**src/rtl/mux2_rr_arbiter.sv**
```systemverilog
// Round-robin controller for a shared 2:1 data mux with a
// one-entry registered output stage and a per-owner hold limit.
module mux2_rr_arbiter #(
   parameter int DW       = 2,
   parameter int MAX_HOLD = 4
) (
   input  logic          clk,
   input  logic          rst,
   input  logic          req_a,
   input  logic [DW-1:0] data_a,
   output logic          gnt_a,
   input  logic          req_b,
   input  logic [DW-1:0] data_b,
   output logic          gnt_b,
   output logic          sel,
   output logic          out_valid,
   output logic [DW-1:0] out_data,
   input  logic          out_ready
);

   localparam int HW = $clog2(MAX_HOLD + 1);
   localparam logic [HW-1:0] HLAST = HW'(MAX_HOLD - 1);

   typedef enum logic [1:0] {
      IDLE,
      GRANT_A,
      GRANT_B
   } state_t;

   state_t        state;
   logic          last_a;
   logic [HW-1:0] hold_cnt;

   logic can_accept;
   logic xfer;
   logic own_req;
   logic oth_req;
   logic done;

   assign can_accept = !out_valid || out_ready;
   assign gnt_a = (state == GRANT_A) && req_a && can_accept;
   assign gnt_b = (state == GRANT_B) && req_b && can_accept;

   // done: owner has released the channel or used up its turn
   always_comb begin
      xfer    = gnt_a || gnt_b;
      own_req = (state == GRANT_A) ? req_a : req_b;
      oth_req = (state == GRANT_A) ? req_b : req_a;
      done    = !own_req || (xfer && (hold_cnt == HLAST));
   end

   always_ff @(posedge clk or posedge rst) begin
      if (rst) begin
         state     <= IDLE;
         sel       <= 1'b0;
         last_a    <= 1'b0;
         hold_cnt  <= '0;
         out_valid <= 1'b0;
         out_data  <= '0;
      end else begin
         if (gnt_a) begin
            out_data  <= data_a;
            out_valid <= 1'b1;
         end else if (gnt_b) begin
            out_data  <= data_b;
            out_valid <= 1'b1;
         end else if (out_ready) begin
            out_valid <= 1'b0;
         end

         unique case (state)
            IDLE: begin
               if (req_a && (!req_b || !last_a)) begin
                  state    <= GRANT_A;
                  sel      <= 1'b1;
                  hold_cnt <= '0;
               end else if (req_b) begin
                  state    <= GRANT_B;
                  sel      <= 1'b0;
                  hold_cnt <= '0;
               end
            end
            GRANT_A, GRANT_B: begin
               if (done) begin
                  last_a <= (state == GRANT_A);
                  if (oth_req) begin
                     state    <= (state == GRANT_A) ? GRANT_B : GRANT_A;
                     sel      <= (state == GRANT_B);
                     hold_cnt <= '0;
                  end else if (own_req) begin
                     hold_cnt <= '0;
                  end else begin
                     state <= IDLE;
                  end
               end else if (xfer) begin
                  hold_cnt <= hold_cnt + 1'b1;
               end
            end
            default: state <= IDLE;
         endcase
      end
   end

endmodule

```
**config.mk**
```make
export PLATFORM = sky130hd
export DESIGN_NAME = mux2_rr_arbiter
export DESIGN_NICKNAME = d
export VERILOG_FILES = /design/src/rtl/mux2_rr_arbiter.sv
export SDC_FILE = /design/constraint.sdc
export NUM_CORES = 1
export LEC_CHECK = 0
export CAP_MARGIN = 5
export CELL_PAD_IN_SITES_DETAIL_PLACEMENT = 1
export CELL_PAD_IN_SITES_GLOBAL_PLACEMENT = 2
export CORE_MARGIN = 1
export CORE_UTILIZATION = 30
export CTS_CLUSTER_DIAMETER = 80
export DETAILED_ROUTE_END_ITERATION = 7
export GPL_TIMING_DRIVEN = 0
export PLACE_DENSITY = 0.75
export SYNTH_ARGS = -nofsm -noshare
export SYNTH_HDL_FRONTEND = slang
export SYNTH_SLANG_ARGS = --single-unit
export TNS_END_PERCENT = 5
```
**constraint.sdc**
```tcl
create_clock -name clk -period 2.6 [get_ports clk]
set_clock_uncertainty 0.1 [all_clocks]
set_input_delay 0.52 -clock clk [delete_from_list [all_inputs] [get_ports clk]]
set_output_delay 0.52 -clock clk [all_outputs]
set_load 0.02 [all_outputs]
```
* Word-level counts from Yosys, hierarchy flattened
Cells that the tools add are included.
** Storage, ports and cells
- Register bits after elaboration :: 10
- Output and inout bits :: 6
- Word-level logic and storage cells :: 65
** Operators by class
- Add/sub/neg operators :: 1
- Equality and inequality tests :: 9
- Multiplexer cells :: 26
- Reduce and logical (&&, ||, !) cells :: 23
** Operator list (number)
- $mux 3 :: 6
- $mux 2 :: 8
- $mux 1 :: 9
- $ne 3x3->1 const B :: 3
- $reduce_and 4->1 :: 2
- $logic_and 1x1->1 :: 6
- $pmux 3 s2 :: 1
- $logic_not 1->1 :: 4
- $logic_or 1x1->1 :: 4
- $ne 2x2->1 const B :: 2
- $ne 4x4->1 const B :: 1
- $pmux 2 s2 :: 1
- $reduce_bool 2->1 :: 2
- $add 3x1->3 const B :: 1
- $eq 3x2->1 const B :: 1
- $reduce_and 3->1 :: 1
- $reduce_bool 3->1 :: 1
- $eq 2x1->1 const B :: 1
- $eq 2x2->1 const B :: 1
- $logic_not 2->1 :: 1
- $pmux 1 s2 :: 1
- $reduce_and 2->1 :: 1
- $reduce_or 2->1 :: 1

* Depth between registers and ports, before layout
Gate-level depths: netlist (run 1).
- Depth after elaboration :: 8
- Mapped depth :: 7

* Least setup slack after synthesis (run 1)
Ideal clock, no wire load.
- Path kind :: register to register
- From :: register state[1]
- To :: register sel
- Library setup time :: 0.128 ns
- Data arrival time :: 1.819 ns
- Data required time :: 2.372 ns
- Path slack :: 0.554 ns
- Stages on the path, launching flop included :: 8
- Path buffers :: 1
- Period minus slack after synthesis :: 2.046 ns
- Cells stage by stage :: dfrtp_1 inv_1 ha_1 buf_6 mux2_2 o311a_1 nor4_2 mux2_1
** Between the ends
- Longest elaborated chain between the ends :: 8
- Elaborated cells between the ends (all ways) :: 22
- Those cells by class :: 5 x eq/ne; 5 x mux; 12 x reduce/logical
** Ends and longest elaborated chain
- from (decl) :: line 30 : state_t state;
- from (signal assigned) :: line 87 : state <= (state == GRANT_A) ? GRANT_B : GRANT_A;
- $eq 2x1->1 or $eq 2x2->1 (tied branches)
- $logic_and 1x1->1, on equally long branches (2 in series) :: line 41, 42
- $logic_or 1x1->1 :: line 46 : xfer = gnt_a || gnt_b;
- $logic_and 1x1->1 :: line 49 : done = !own_req || (xfer && (hold_cnt == HLAST));
- $logic_or 1x1->1 :: line 49
- $ne 2x2->1 (no source line)
- $reduce_and 4->1 (no source line)
- to (signal assigned) :: line 88 : sel <= (state == GRANT_B);
- to (decl) :: line 15 : output logic sel,
Several ways; a longest one is shown, not always the timed one. The select of a mux whose other input is x is not followed.
A chain may end at the register's enable or synchronous reset.

* Final worst setup path (run 1)
- From :: input port out_ready
- To :: output port gnt_a
** Between the ends
- Longest elaborated chain between the ends :: 2
** Ends and longest elaborated chain
- from (decl) :: line 18 : input logic out_ready
- $logic_or 1x1->1 :: line 40 : assign can_accept = !out_valid || out_ready;
- $logic_and 1x1->1 :: line 41 : assign gnt_a = (state == GRANT_A) && req_a && can_accept;
- to (decl) :: line 11 : output logic gnt_a,
Every way passes these cells.

==> PnR_summary.wiki, run 1 <==
{| class="wikitable"
! Metric !! Value
|-
| Category of the critical setup timing path || primary input to primary output
|-
| Data arrival at the endpoint of the critical path || ~1900 ps
|-
| HPWL Detailed || about 1600 um
|-
| Min-Delay Path Class || flip-flop to flip-flop
|-
| Count of cell instances traversed by the critical path || 5
|-
| Post-synthesis sequential area ratio || 31.35%
|-
| Final min period || ~2500 ps
|-
| Remaining antenna violation count after routing || 0
|-
| Origin of the worst setup path || out_ready
|-
| Count of filler cells inserted in the layout || 300
|-
| Number of antenna violations at the first check in global routing || 0
|-
| Clock latency reported for the late side of the worst-skew pair || about 260 ps
|-
| Share of total power in the clock network || 12.4%
|-
| Core footprint || roughly 2500 um^2
|-
| Number of flip-flops and latches in the synthesized netlist || 10
|-
| Peak VDD IR || 0.5455 mV
|-
| Capturing instance or port of the critical path || gnt_a
|-
| Clock sink count || 10
|-
| Maximum frequency from static timing analysis || slightly above 400 MHz
|-
| Antenna Cells || 0
|-
| Layout cells sized above 1 || a little under an eighth
|-
| Synthesized net count || 102
|-
| Number of cells traversed by the worst register-to-register path || 7
|-
| Max-capacitance violation count || 0
|-
| Register-to-register setup slack || 350 ps
|-
| Buffers on Ports || 14
|-
| Top-level I/O count || 15
|-
| Sequential cell fraction of total power || 23.8%
|-
| Area taken by multi-input logic gates || 489.2 um^2
|-
| Capturing point of the worst reg2reg path || sel$_DFFE_PP0P_
|-
| Row cnt || 18
|-
| Total net switching power || slightly below 0.5 mW
|-
| Die outline width || 53.59 um
|-
| Remaining global-route overflow || 0
|-
| Cell area after technology mapping || 798.3 um^2
|-
| Layout Area Growth over Synthesis || 27.43%
|-
| Die outline area || 2871 um^2
|-
| Net count, final || 121
|-
| Cells after Synth || 87
|-
| Number of violations reported at the end of detailed-routing iteration 0 || 8
|-
| Total track usage || between 15 and 20%
|-
| Number of global-route vias before repair || 723
|-
| Final setup viols || 0
|-
| Total number of vias || between 700 and 800
|-
| Launch point of the worst reg-to-reg path || state[1]$_DFFE_PP0P_
|-
| DRT Pass-1 Iters || 4
|-
| Largest delay contributor family on the critical path || buffers and inverters
|-
| Max transition margin || approximately 71%
|-
| Final Hold Fails || 0
|-
| TritonCTS buffer count || 3
|-
| Final weighted congestion in routability-driven placement || 0.8045
|-
| Cell at the root of the clock tree || sky130_fd_sc_hd__clkbuf_4
|-
| Clock tree from TritonCTS || done
|-
| DIE HEIGHT || 53.59 um
|-
| Internal Power || approximately 0.63 mW
|-
| Initial core utilization || between 30% and 40%
|-
| CTS Buffer Depth || 2
|-
| Total number of H-tree levels || 1
|-
| Post-synthesis average cell area || 9.175 um^2
|-
| Non-filler cells in the finished layout || 135
|-
| Routed WL || 1994 um
|-
| Comb pwr share || between 60% and 70%
|-
| Power per standard cell area || roughly 1100 nW/um^2
|-
| Count of final max-slew check failures || 0
|-
| Post-route worst hold slack || 400.0 ps
|-
| Largest fanout of any net on the critical path || 5
|-
| Vias per inst || 5.215
|-
| Capturing element type of the critical path || primary output
|-
| Number of DRC violations after detailed routing || 0
|-
| Clock transition at path regs || 70 ps
|-
| Pin count of the biggest net entering global routing || 11
|-
| Critical Path Max Stage Delay || 470 ps
|-
| Switching Share || 43.97%
|-
| Sum of negative setup slack || 0 ps
|-
| Run status || complete, no violations
|-
| Sum of buffers and inverters on the critical path || 3
|-
| Kind of start point of the critical path || primary input
|-
| Ys Warns || 0
|-
| Critical path, cell by cell || clkdlybuf4s50_1, nand2b_1, and3_1, clkbuf_1, clkdlybuf4s15_2
|-
| Wire length of the first global-routing pass || 3463 um
|-
| Library cells used by synthesis || 35
|-
| FF/Latch Area || 250.2 um^2
|-
| Leakage component of the power || 0.4792 nW
|-
| Cell type of the slowest stage on the worst timing path || sky130_fd_sc_hd__clkdlybuf4s50_1
|-
| Commonest non-fill, non-tap cell in the layout || sky130_fd_sc_hd__clkdlybuf4s50_1
|-
| Wire length per cell || 14.77 um
|-
| RSZ-0062 raised after global routing || false
|-
| Required time at the endpoint of the critical path || 1980 ps
|-
| Hold path startpoint || hold_cnt[2]$_DFFE_PP0P_
|-
| Commonest non-fill, non-tap cells in the layout || 11 x sky130_fd_sc_hd__clkdlybuf4s50_1, 10 x sky130_fd_sc_hd__dfrtp_1, 8 x sky130_fd_sc_hd__inv_1, 8 x sky130_fd_sc_hd__nor2_1, 7 x sky130_fd_sc_hd__a21oi_1
|-
| Share of the cycle needed by the critical path after routing || 95.24%
|-
| Pin slew with the least headroom to its limit || 436.3 ps
|-
| # placed instances || around 130
|}
[Yosys cell counts, drive strengths merged]
library cell | n | share of area [%]
a211o | 2 | 2.2
inv | 8 | 3.8
a22oi | 1 | 2.7
nand3b | 1 | 2.5
nor3b | 1 | 0.94
or3 | 1 | 0.78
nand4 | 1 | 0.78
clkbuf | 2 | 0.94
o211ai | 1 | 0.94
a31oi | 1 | 0.78
nor2 | 8 | 3.8
o311ai | 1 | 1.1
o311a | 1 | 1.3
a32o | 2 | 2.5
nand3 | 3 | 1.9
buf | 3 | 2.7
dfrtp | 10 | 31
and3 | 3 | 2.4
nand2 | 6 | 2.8
a21o | 1 | 0.94
mux2 | 4 | 5.6
ha | 6 | 9.4
nand2b | 2 | 1.6
mux2i | 3 | 3.8
a21bo | 1 | 1.3
a2bb2oi | 1 | 1.1
nor4 | 1 | 1.6
o21ai | 1 | 0.63
o31ai | 1 | 0.94
nor2b | 1 | 0.78
a21boi | 1 | 0.94
a41oi | 1 | 1.1
a21oi | 7 | 4.4
[power groups by stage]
stage	Sequential, mW	Combinational (mW)	Clock (mW)
after detailed placement	0.272	0.727	0
final	0.268	0.718	0.139
after CTS	0.270	0.727	0.144
after global placement	0.266	0.714	0
after floorplan	0.297	0.484	0
after global routing	0.277	0.797	0.154
[metrics by stage]
step | cell area [um^2] | utilization (%) | worst slack [ps] | total power, mW
after floorplan | 798.3 | - | 553.5 | 0.7805
after global placement | 975.9 | 39.04 | -399.4 | 0.9803
after detailed placement | 975.9 | 39.04 | -353.6 | 0.9992
after CTS | 1015 | 40.59 | 36.16 | 1.141
after global routing | 1017 | 40.69 | 44.02 | 1.228
final | 1017 | 40.69 | 123.6 | 1.125
[how the worst min path moves through the flow]
| stage | end | slack (ps) | cells past startpoint |
|---|---|---|---|
| floorplan | hold_cnt[0]$_DFFE_PP0P_ | 260 | 1 |
| global placement | sel$_DFFE_PP0P_ | 370 | 1 |
| detailed placement | hold_cnt[2]$_DFFE_PP0P_ | 390 | 1 |
| CTS | hold_cnt[2]$_DFFE_PP0P_ | 410 | 1 |
| global route | hold_cnt[2]$_DFFE_PP0P_ | 430 | 1 |
| finish | hold_cnt[2]$_DFFE_PP0P_ | 400 | 1 |
[registers in the layout, indices dropped and copies added, names as in the netlist]
signal	count
hold_cnt	3
last_a	1
out_data	2
out_valid	1
sel	1
state	2
[final cells by class]
class / instances / area share (%)
clock buffer: 4 / 3.567
buffer: 5 / 3.075
multi-input combinational: 64 / 48.09
inverter: 8 / 2.952
sequential: 10 / 24.60
tap: 30 / 3.690
timing repair buffer: 14 / 14.02
[routing by layer]
metal | global-route usage, % | up-vias | wire length [um]
li1 | - | 349 | -
met1 | 22.53 | 340 | 918
met2 | 27.71 | 13 | 996
met3 | 3.107 | 2 | 63
met4 | 7.895 | 0 | 16
met5 | 0 | - | 0
[kinds of logic after synthesis]
logic type | Yosys count | synth area share (%)
fa+ha+maj | 6 | 9.404
buf+inv | 13 | 7.367
simple gates | 28 | 19.75
compound gates | 23 | 22.73
mux | 7 | 9.404
flops | 10 | 31.35
[what timing repair did]
| item | 4_1_cts | 5_1_grt |
|---|---|---|
| endpoints found under the hold margin | 0 | 0 |
| setup endpoints to repair | 2 | 1 |
| hold buffers | 0 | 0 |
| buffers inserted | 0 | 0 |
| resized for setup | 5 | 1 |
[worst register-to-register path, cell delays in order (launching register included)]
cell and delay, ps:
sky130_fd_sc_hd__dfrtp_1 420, sky130_fd_sc_hd__inv_1 90, sky130_fd_sc_hd__ha_1 170, sky130_fd_sc_hd__buf_6 140, sky130_fd_sc_hd__mux2_2 370, sky130_fd_sc_hd__o311a_1 170
sky130_fd_sc_hd__nor4_2 340, sky130_fd_sc_hd__mux2_1 350
(Power assumes the default switching activity.)
==> inputs of run 2 (changes only) <==
==> constraint.sdc (replaced) <==
create_clock -name clk -period 2.71 [get_ports clk]
set_clock_uncertainty 0.1 [all_clocks]
set_input_delay 0.542 -clock clk [delete_from_list [all_inputs] [get_ports clk]]
set_output_delay 0.542 -clock clk [all_outputs]
set_load 0.02 [all_outputs]
==> PnR_summary.wiki, run 2 (synthesis results as in run 1) <==
{| class="wikitable"
! Metric !! Value
|-
| Clock tree from TritonCTS || done (unchanged)
|-
| GRT met2 Usage || 27.71% (unchanged)
|-
| Core footprint || 2500 um^2 (unchanged)
|-
| Remaining antenna violation count after routing || 0 (unchanged)
|-
| Required time at the endpoint of the critical path || 2070 ps (was 1980 ps)
|-
| CTS Buffer Depth || 2 (unchanged)
|-
| Count of final max-slew check failures || 0 (unchanged)
|-
| Kind of start point of the critical path || primary input (unchanged)
|-
| Clock sink count || 10 (unchanged)
|-
| DRT Pass-1 Iters || 4 (unchanged)
|-
| Commonest non-fill, non-tap cell in the layout || sky130_fd_sc_hd__clkdlybuf4s50_1 (unchanged)
|-
| Total number of H-tree levels || 1 (unchanged)
|-
| Met1 track demand over resource || 22.53% (unchanged)
|-
| Net count, final || 121 (unchanged)
|-
| Share of the cycle needed by the critical path after routing || 94.19%
|-
| Clock transition at path regs || 70 ps (about the same)
|-
| Number of antenna violations at the first check in global routing || 0 (unchanged)
|-
| Max-capacitance violation count || 0 (unchanged)
|-
| Post-route worst hold slack || 400.0 ps (unchanged)
|-
| Initial core utilization || 31.93% (unchanged)
|-
| Largest fanout of any net on the critical path || 10 (was 5)
|-
| Register-to-register setup slack || 460 ps (was 350 ps)
|-
| Total track usage || 17.31% (unchanged)
|-
| Die outline width || 53.59 um (unchanged)
|-
| Sum of negative setup slack || 0 ps (unchanged)
|-
| Max FFs per register || 3 (unchanged)
|-
| Number of DRC violations after detailed routing || 0 (unchanged)
|-
| Buffer count from post-CTS setup fixing || 0 (unchanged)
|-
| Placed Instance Area || 975.9 um^2 (unchanged)
|-
| Non-filler cells in the finished layout || 135 (unchanged)
|-
| Pin slew with the least headroom to its limit || 436.3 ps (unchanged)
|-
| Min-Delay Path Class || flip-flop to flip-flop (unchanged)
|-
| Category of the critical setup timing path || primary input to primary output (unchanged)
|-
| # placed instances || 131 (unchanged)
|-
| Buffers on Ports || 14 (unchanged)
|-
| Wire length per cell || 14.77 um (unchanged)
|-
| Power per standard cell area || 1066 nW/um^2 (was 1106 nW/um^2)
|-
| Final cell area excluding filler cells || 1012 um^2 (was 1017 um^2)
|-
| Layout Area Growth over Synthesis || 26.80% (was 27.43%)
|-
| Vias per inst || 5.215 (unchanged)
|-
| Wire length of the first global-routing pass || 3463 um (unchanged)
|-
| Antenna Cells || 0 (unchanged)
|-
| Peak VDD IR || 0.5167 mV (was 0.5455 mV)
|-
| Register with the most flip-flops || hold_cnt (unchanged)
|-
| Final Hold Fails || 0 (unchanged)
|-
| Routed WL || 1994 um (unchanged)
|-
| Layout cells sized above 1 || 11.43% (unchanged)
|-
| Final weighted congestion in routability-driven placement || 0.8045 (unchanged)
|-
| Remaining global-route overflow || 0 (unchanged)
|-
| Commonest non-fill, non-tap cells in the layout || 12 x sky130_fd_sc_hd__clkdlybuf4s50_1, 10 x sky130_fd_sc_hd__dfrtp_1, 8 x sky130_fd_sc_hd__inv_1, 8 x sky130_fd_sc_hd__nor2_1, 7 x sky130_fd_sc_hd__a21oi_1 (was 11 x sky130_fd_sc_hd__clkdlybuf4s50_1, 10 x sky130_fd_sc_hd__dfrtp_1, 8 x sky130_fd_sc_hd__inv_1, 8 x sky130_fd_sc_hd__nor2_1, 7 x sky130_fd_sc_hd__a21oi_1)
|-
| Max transition margin || 70.85% (unchanged)
|-
| Met3 capacity usage during global routing || 3.107% (unchanged)
|-
| RSZ-0062 raised after global routing || false (unchanged)
|-
| Die outline area || 2871 um^2 (unchanged)
|-
| Maximum frequency from static timing analysis || ~390 MHz
|-
| HPWL Detailed || 1633 um (unchanged)
|-
| Run status || complete, no violations (unchanged)
|-
| Capturing element type of the critical path || primary output (unchanged)
|-
| Clock latency reported for the late side of the worst-skew pair || 260 ps (about the same)
|-
| Most heavily used metal layer in global routing || met2 (unchanged)
|-
| Final design utilization || 40.49% (was 40.69%)
|-
| Count of filler cells inserted in the layout || 304 (was 300)
|-
| Number of global-route vias before repair || 723 (unchanged)
|-
| Dpl ws || -287.6 ps (was -353.6 ps)
|-
| TritonCTS buffer count || 3 (unchanged)
|-
| Cell at the root of the clock tree || sky130_fd_sc_hd__clkbuf_4 (unchanged)
|-
| Largest registers || hold_cnt x3, out_data x2, state x2 (unchanged)
|-
| Final worst slack || 157.4 ps (was 123.6 ps)
|-
| Total power after layout || 1.079 mW (was 1.125 mW)
|-
| Number of violations reported at the end of detailed-routing iteration 0 || 10 (was 8)
|-
| Final setup viols || 0 (unchanged)
|-
| Pin count of the biggest net entering global routing || 11 (unchanged)
|-
| Data arrival at the endpoint of the critical path || 1910 ps (was 1860 ps)
|-
| Row cnt || 18 (unchanged)
|-
| DIE HEIGHT || 53.59 um (unchanged)
|-
| Top-level I/O count || 15 (unchanged)
|-
| Leakage component of the power || 0.4833 nW (was 0.4792 nW)
|-
| Total number of vias || 704 (unchanged)
|-
| Final min period || 2553 ps
|}
==> run 2: cell count changes in the layout (fill, tap and decap cells not counted) <==
cell / change
sky130_fd_sc_hd__buf_4: -1
sky130_fd_sc_hd__clkbuf_2: +1
sky130_fd_sc_hd__clkbuf_4: +1
sky130_fd_sc_hd__clkdlybuf4s15_2: -1
sky130_fd_sc_hd__clkdlybuf4s50_1: +1
sky130_fd_sc_hd__dlygate4sd2_1: -1
==> run 2: per-layer routing <==
metal  routed length (um)  part of all wire, %
met5                    0                    0
met2                  996                   50
met3                   58                  2.9
met4                   16                 0.80
met1                  923                   46
==> run 2: cell type report <==
cell class                      instances  area (um^2)  area share, %
Inverter                                8        30.03          2.967
Clock buffer                            4        36.28          3.585
Buffer                                  5        31.28          3.090
Timing Repair Buffer                   14        137.6          13.60
Multi-Input combinational cell         64        489.2          48.33
Tap cell                               30        37.54          3.708
Sequential cell                        10        250.2          24.72
==> run 2: final timing paths <==
kind | depth (start not counted) | endpoint | from
max | 5 | gnt_a | req_a
min | 1 | hold_cnt[2]$_DFFE_PP0P_ | hold_cnt[2]$_DFFE_PP0P_
max reg2reg | 7 | sel$_DFFE_PP0P_ | state[1]$_DFFE_PP0P_
min reg2reg | 1 | hold_cnt[2]$_DFFE_PP0P_ | hold_cnt[2]$_DFFE_PP0P_
max in group asynchronous | 2 | sel$_DFFE_PP0P_ | rst
min in group asynchronous | 2 | out_valid$_DFFE_PP0P_ | rst
==> run 2: power by group <==
part | internal [mW] | leakage [nW] | switching (mW)
Combinational | 0.311 | 0.337 | 0.377
Clock | 0.0815 | 0.0210 | 0.0520
Sequential | 0.212 | 0.126 | 0.0451
==> run 2: worst max-delay path, cell delays in order <==
cell                              delay [ps]
sky130_fd_sc_hd__clkdlybuf4s50_1         570
sky130_fd_sc_hd__clkbuf_4                240
sky130_fd_sc_hd__and3_1                  180
sky130_fd_sc_hd__clkbuf_1                180
sky130_fd_sc_hd__clkbuf_2                200
==> run 2: repair_timing <==
item / CTS / global route
hold endpoints to repair: 0 / 0
resized for setup: 2 / 3
endpoints found under the setup margin: 1 / 2
hold buffers: 0 / 0
